File: config.mk
export PLATFORM = sky130hd
export DESIGN_NAME = cmd_parser
export DESIGN_NICKNAME = d
export VERILOG_FILES = /design/src/rtl/logIP_pkg.sv /design/src/rtl/cmd_parser.sv
export SDC_FILE = /design/constraint.sdc
export NUM_CORES = 1
export LEC_CHECK = 0
export ABC_AREA = 1
export ABC_CLOCK_PERIOD_IN_PS = 1400
export CAP_MARGIN = 20
export CORE_ASPECT_RATIO = 1.1
export CORE_UTILIZATION = 35
export DETAILED_ROUTE_END_ITERATION = 8
export PLACE_DENSITY_LB_ADDON = 0.12
export SETUP_SLACK_MARGIN = 0.4
export SYNTH_ARGS = -nofsm -noshare
export SYNTH_HDL_FRONTEND = slang
export SYNTH_SLANG_ARGS = --single-unit
File: constraint.sdc
create_clock -name clk_i -period 1.4 [get_ports clk_i]
set_input_delay 0.21 -clock clk_i [delete_from_list [all_inputs] [get_ports clk_i]]
set_output_delay 0.21 -clock clk_i [all_outputs]
set_load 0.005 [all_outputs]
File: src/rtl/logIP_pkg.sv
// rtl/logIP_pkg.sv - shared SUMP/OLS opcode definitions and command decode
package logIP_pkg;

  typedef logic [7:0] opcode_t;

  localparam opcode_t CMD_S_SOFT_RESET    = 8'h00;
  localparam opcode_t CMD_S_RUN           = 8'h01;
  localparam opcode_t CMD_S_ID            = 8'h02;
  localparam opcode_t CMD_S_META          = 8'h04;
  localparam opcode_t CMD_S_FINISH_NOW    = 8'h05;
  localparam opcode_t CMD_S_QUERY_INPUT   = 8'h06;
  localparam opcode_t CMD_S_ARM_ADVANCED  = 8'h0F;
  localparam opcode_t CMD_S_XON           = 8'h11;
  localparam opcode_t CMD_S_XOFF          = 8'h13;
  localparam opcode_t CMD_L_SET_DIVIDER   = 8'h80;
  localparam opcode_t CMD_L_SET_READ_DLY  = 8'h81;
  localparam opcode_t CMD_L_SET_FLAGS     = 8'h82;
  localparam opcode_t CMD_L_SET_ADV_SEL   = 8'h9E;
  localparam opcode_t CMD_L_SET_ADV_DATA  = 8'h9F;

  typedef enum logic {PS_IDLE, PS_ARG} parser_state_t;

  localparam int CMD_LONG_ARG_BYTES = 4;

  // Trigger stage commands are 0b1100_ssxx with xx = mask/value/config; xx=11 is unused.
  function automatic logic is_valid_opcode(input logic [7:0] op);
    if (op[7:4] == 4'hC) begin
      return op[1:0] != 2'b11;
    end
    case (op)
      CMD_S_SOFT_RESET, CMD_S_RUN, CMD_S_ID, CMD_S_META, CMD_S_FINISH_NOW,
      CMD_S_QUERY_INPUT, CMD_S_ARM_ADVANCED, CMD_S_XON, CMD_S_XOFF,
      CMD_L_SET_DIVIDER, CMD_L_SET_READ_DLY, CMD_L_SET_FLAGS,
      CMD_L_SET_ADV_SEL, CMD_L_SET_ADV_DATA: return 1'b1;
      default: return 1'b0;
    endcase
  endfunction

endpackage

File: src/rtl/cmd_parser.sv
// rtl/cmd_parser.sv - assembles short/long SUMP commands from the UART byte stream
module cmd_parser
  import logIP_pkg::*;
#(
  parameter int TIMEOUT_CYCLES = 1_000_000
) (
  input  logic        clk_i,
  input  logic        rst_i,
  input  logic [7:0]  rx_data_i,
  input  logic        rx_stb_i,
  output opcode_t     cmd_o,
  output logic [31:0] data_o,
  output logic        exe_o,
  output logic        err_o,
  output logic        busy_o
);

  localparam int TW = $clog2(TIMEOUT_CYCLES + 1);
  localparam logic [TW-1:0] TMO_MAX = TW'(TIMEOUT_CYCLES);
  localparam logic [1:0] LAST_IDX = 2'(CMD_LONG_ARG_BYTES - 1);

  parser_state_t state_q, state_d;
  logic [1:0]    idx_q, idx_d;
  logic [TW-1:0] tmo_q, tmo_d;
  logic [7:0]    op_q, op_d;
  logic [23:0]   arg_q, arg_d;
  opcode_t       cmd_q, cmd_d;
  logic [31:0]   data_q, data_d;
  logic          exe_q, exe_d;
  logic          err_q, err_d;

  always_comb begin
    state_d = state_q;
    idx_d   = idx_q;
    tmo_d   = tmo_q;
    op_d    = op_q;
    arg_d   = arg_q;
    cmd_d   = cmd_q;
    data_d  = data_q;
    exe_d   = 1'b0;
    err_d   = 1'b0;
    case (state_q)
      PS_IDLE: begin
        if (rx_stb_i) begin
          if (!rx_data_i[7]) begin
            if (is_valid_opcode(rx_data_i)) begin
              cmd_d  = rx_data_i;
              data_d = '0;
              exe_d  = 1'b1;
            end else begin
              err_d = 1'b1;
            end
          end else begin
            op_d    = rx_data_i;
            idx_d   = '0;
            tmo_d   = '0;
            state_d = PS_ARG;
          end
        end
      end
      PS_ARG: begin
        if (rx_stb_i) begin
          tmo_d = '0;
          idx_d = idx_q + 2'd1;
          case (idx_q)
            2'd0:    arg_d[7:0]   = rx_data_i;
            2'd1:    arg_d[15:8]  = rx_data_i;
            2'd2:    arg_d[23:16] = rx_data_i;
            default: arg_d        = arg_q;
          endcase
          // Decode only once all argument bytes are in, so unknown long opcodes stay aligned.
          if (idx_q == LAST_IDX) begin
            state_d = PS_IDLE;
            if (is_valid_opcode(op_q)) begin
              cmd_d  = op_q;
              data_d = {rx_data_i, arg_q};
              exe_d  = 1'b1;
            end else begin
              err_d = 1'b1;
            end
          end
        end else if (tmo_q == TMO_MAX) begin
          state_d = PS_IDLE;
          idx_d   = '0;
          tmo_d   = '0;
          err_d   = 1'b1;
        end else begin
          tmo_d = tmo_q + 1'b1;
        end
      end
      default: state_d = PS_IDLE;
    endcase
  end

  always_ff @(posedge clk_i) begin
    if (rst_i) begin
      state_q <= PS_IDLE;
      idx_q   <= '0;
      tmo_q   <= '0;
      op_q    <= '0;
      arg_q   <= '0;
      cmd_q   <= CMD_S_SOFT_RESET;
      data_q  <= '0;
      exe_q   <= 1'b0;
      err_q   <= 1'b0;
    end else begin
      state_q <= state_d;
      idx_q   <= idx_d;
      tmo_q   <= tmo_d;
      op_q    <= op_d;
      arg_q   <= arg_d;
      cmd_q   <= cmd_d;
      data_q  <= data_d;
      exe_q   <= exe_d;
      err_q   <= err_d;
    end
  end

  assign cmd_o  = cmd_q;
  assign data_o = data_q;
  assign exe_o  = exe_q;
  assign err_o  = err_q;
  assign busy_o = (state_q == PS_ARG);

endmodule

==> impl_metrics.toml, run 1 <==
[yosys]
compound_gate_portion_of_the_synthesized_area_pct = 11.9
largest_cells_by_area_after_synthesis = "sky130_fd_sc_hd__dfxtp_1, sky130_fd_sc_hd__nand2_1, sky130_fd_sc_hd__nand3_1"
muxShareOfSynthArea_pct = 0
synth_edf_count = 0
yosys_warning_total = 0
synth_top_family_by_area = "simple AND/OR/NAND/NOR gates"
syn-cell-area_um2 = 4580
synth-simple-area-share_pct = 34.6
yosysUniqueCellTypes = 30
netlist_instances = 663
synth_top_cell_by_area = "sky130_fd_sc_hd__dfxtp_1"
yosys.area_share.xor_xnor_pct = 0.956
ys_seq_area_share_pct = 42.4
syn_area_per_cell_um2 = 6.91
yosys_most_used_dff = "sky130_fd_sc_hd__dfxtp_1"
synth-async-reset-ratio_pct = 0
syn_nets = 680
ys_ff_latch = 97
most_numerous_cell_in_the_yosys_netlist = "sky130_fd_sc_hd__nand2_1"
synthDominantCellAreaShare_pct = 42.4
synth_commonest_cells = "sky130_fd_sc_hd__nand2_1, sky130_fd_sc_hd__dfxtp_1, sky130_fd_sc_hd__nor2_1, sky130_fd_sc_hd__nand3_1, sky130_fd_sc_hd__a21oi_1"
yosys.area_share.adder_pct = 1.64

[clocking]
clock_path_buffers = 2
path_clk_slew_ns = 0.07
buffer_cell_driving_the_clock_tree_root = "sky130_fd_sc_hd__clkbuf_16"
cts_hold_buffers = 0
cts_buffers = 9
cts_num_sinks = 97
clkLatencyLatePin_ns = 0.36
cts_tree = "done"
cts.htree.levels = 3

[setup_path]
critical-path-top-delay-family = "simple AND/OR/NAND/NOR gates"
cpMaxStageDelayCell = "sky130_fd_sc_hd__dfxtp_4"
worst_path_required_ns = 1.65
reg2reg_setup_slack_ns = -0.19
cp_max_fo = 7
worstPathCellList = "inv_2 > a21oi_2 > nand2_1 > nand2_1 > nand3b_1 > nand2_4 > buf_12 > clkbuf_16 > nand3_1 > nand2_1 > nor2_1"
largest_stage_delay_worst_path_ns = 0.38
path_common_cell = "sky130_fd_sc_hd__nand2_1"
critical_path_arrival_ns = 1.84
crit_path_end_kind = "flip-flop"
startpoint_type = "flip-flop"
setup.worst_path.class = "flip-flop to flip-flop"
cp.buffers_inverters = 3

[drt]
drt-pass1-iter-count = 8
vias_per_cell = 4.98
remaining_drc_errors = 6
antenna_violating_nets_post_route = 0
drt-wirelength-per-cell_um = 14.4
vias = 4889
finalWirelength_um = 14100
drt_iter0_markers = 216

[placed_design]
globalplace.congestion = 0.855
portBuffers = 53
post-place-cells = 903
hpwlAfterDp_um = 8620
dpl-instance-area_um2 = 5920

[cells_and_area]
layout.cell_area.non_filler_um2 = 7680
drive_gt1_share_pct = 55.3
antenna_cells_inserted = 0
nets = 837
finish.cell_count_without_fillers = 982
final_util_pct = 60.5
area.growth.synth_to_final_pct = 67.7
fill_cells = 1117

[power]
p_sw_mw = 1.73
power.static_leakage_nw = 3.08
portion_of_total_power_attributed_to_sequential_cells_pct = 45.2
clock_power_share_pct = 38.4
powerDensity_nw_per_um2 = 830
power_report.internal_total_mw = 4.65
post-layout-total-power_mw = 6.38
power.combinational.fraction_pct = 16.4
ir_drop_mv = 0.513
power.switching_fraction_pct = 27.1

[grt]
grt_first_pass_wirelength_um = 22000
grt_util_overall_pct = 20.6
grt_pass1_vias = 4516
grt_overflow_total = 0
grt_antenna_before_repair = 0
grt_max_degree = 64

[sta]
whs_ns = 0.317
setup_ws_ns = -0.191
worst_slew_pin_slew_ns = 0.787
clk_skew_ns = 0.00963
timing_hold_violations_final = 0
grt_setup_unrepaired = "yes"
layout_min_cycle_time_ns = 1.59
slew_headroom_pct = 47.5
timing.final.setup_violations = 45
final.period_utilization_pct = 114
maxSlewViolCount = 0
max_freq_ghz = 0.629

[job]
timing.max_cap.violations = 0

[die]
dieArea_um2 = 13600
fp-row-count = 43
floorplan.core_area_um2 = 12700
die_height_um = 122
top_level_i_o_count = 54
starting_density_pct = 36.1
die_width_um = 111

[status]
violations = "design-rule violations, negative setup slack"
outcome = "finished, violations left"

[worst_hold_path]
hp-class = "primary input to flip-flop"
layout by cell type (no fill, tap or decap), drive strengths merged:
cell           count
a21oi             82
buf              171
clkbuf            15
clkdlybuf4s50      2
clkinv             5
clkinvlp           1
dfxtp             97
dlygate4sd2        7
ha                 6
inv               47
nand2            177
nand3             79
nand3b             2
nand4              7
nor2              88
nor3              11
nor3b              3
nor4               1
o21ai             18
o21bai             1
xnor2              2
xor2               3
registers in the layout, indices dropped and copies added (netlist names):
| signal | count |
|---|---|
| err_o | 1 |
| arg_q | 24 |
| idx_q | 2 |
| tmo_q | 20 |
| data_o | 32 |
| op_q | 8 |
| busy_o | 1 |
| cmd_o | 8 |
| exe_o | 1 |
worst paths after layout:
check | start | end | cells past startpoint
setup / recovery | op_q[7]$_SDFFE_PP0P_ | data_o[6]$_SDFFE_PP0P_ | 11
hold / removal | rx_stb_i | op_q[7]$_SDFFE_PP0P_ | 5
setup reg to reg | op_q[7]$_SDFFE_PP0P_ | data_o[6]$_SDFFE_PP0P_ | 11
hold reg to reg | arg_q[18]$_SDFFE_PP0P_ | arg_q[18]$_SDFFE_PP0P_ | 2
tightest hold or removal path, delay by kind of cell:
family / cells / cell delay [ns]
AND/OR/NAND/NOR: 2 / 0.20
AO/OA/AOI/OAI: 1 / 0.04
buffers and inverters: 2 / 0.18
what timing repair did:
item,CTS,global route
pin swaps,27,53
setup endpoints to repair,140,139
setup buffers,33,20
gates cloned,7,3
resized for setup,352,133
endpoints found under the hold margin,0,0
routing by layer:
metal / share of wire (%) / global-route usage, %
met4: 3.1 / 11.2
met5: 0 / 0
met3: 2.2 / 3.18
met2: 53 / 37.1
met1: 42 / 23.4
metrics by stage:
step | setup WS (ns) | TNS (ns)
floorplan | 0.0836 | 0
global placement | -0.582 | -32.09
CTS | -0.182 | -4.95
finish | -0.191 | -4.96
global route | -0.284 | -9.63
detailed placement | -0.633 | -34.38
power groups by stage:
| stage | logic (mW) | clock network (mW) | registers, mW |
|---|---|---|---|
| 2_1_floorplan | 0.435 | 0 | 2.94 |
| 3_3_place_gp | 0.729 | 0 | 2.94 |
| 3_5_place_dp | 0.736 | 0 | 2.94 |
| 4_1_cts | 0.915 | 2.50 | 2.87 |
| 5_1_grt | 1.13 | 2.60 | 2.89 |
| 6_report | 1.05 | 2.45 | 2.88 |
cell families after synthesis:
family	after synthesis
xor gates and xnor gates	5
adders and majority gates	6
buffers and inverters	87
AOI/OAI and AO/OA	101
and+or+nand+nor	367
DFF	97
cell type report:
type	instances	area, um2	area share, %
inverter	47	219	2.85
tap	157	196	2.56
clock inverter	4	26.3	0.342
timing repair inverter	2	17.5	0.228
clock buffer	12	267	3.47
sequential	97	2030	26.5
multi-input combinational	480	3200	41.7
timing repair buffer	183	1720	22.4
Note: power is estimated with default switching activity, not from simulation.
==> run 2, diff against run 1 <==
ABC_CLOCK_PERIOD_IN_PS = default   (was 1400)
HOLD_SLACK_MARGIN = 0.08   (was default)
==> results of run 2 <==
Same layout as run 1: the final DEF is identical, and so are final timing and power.
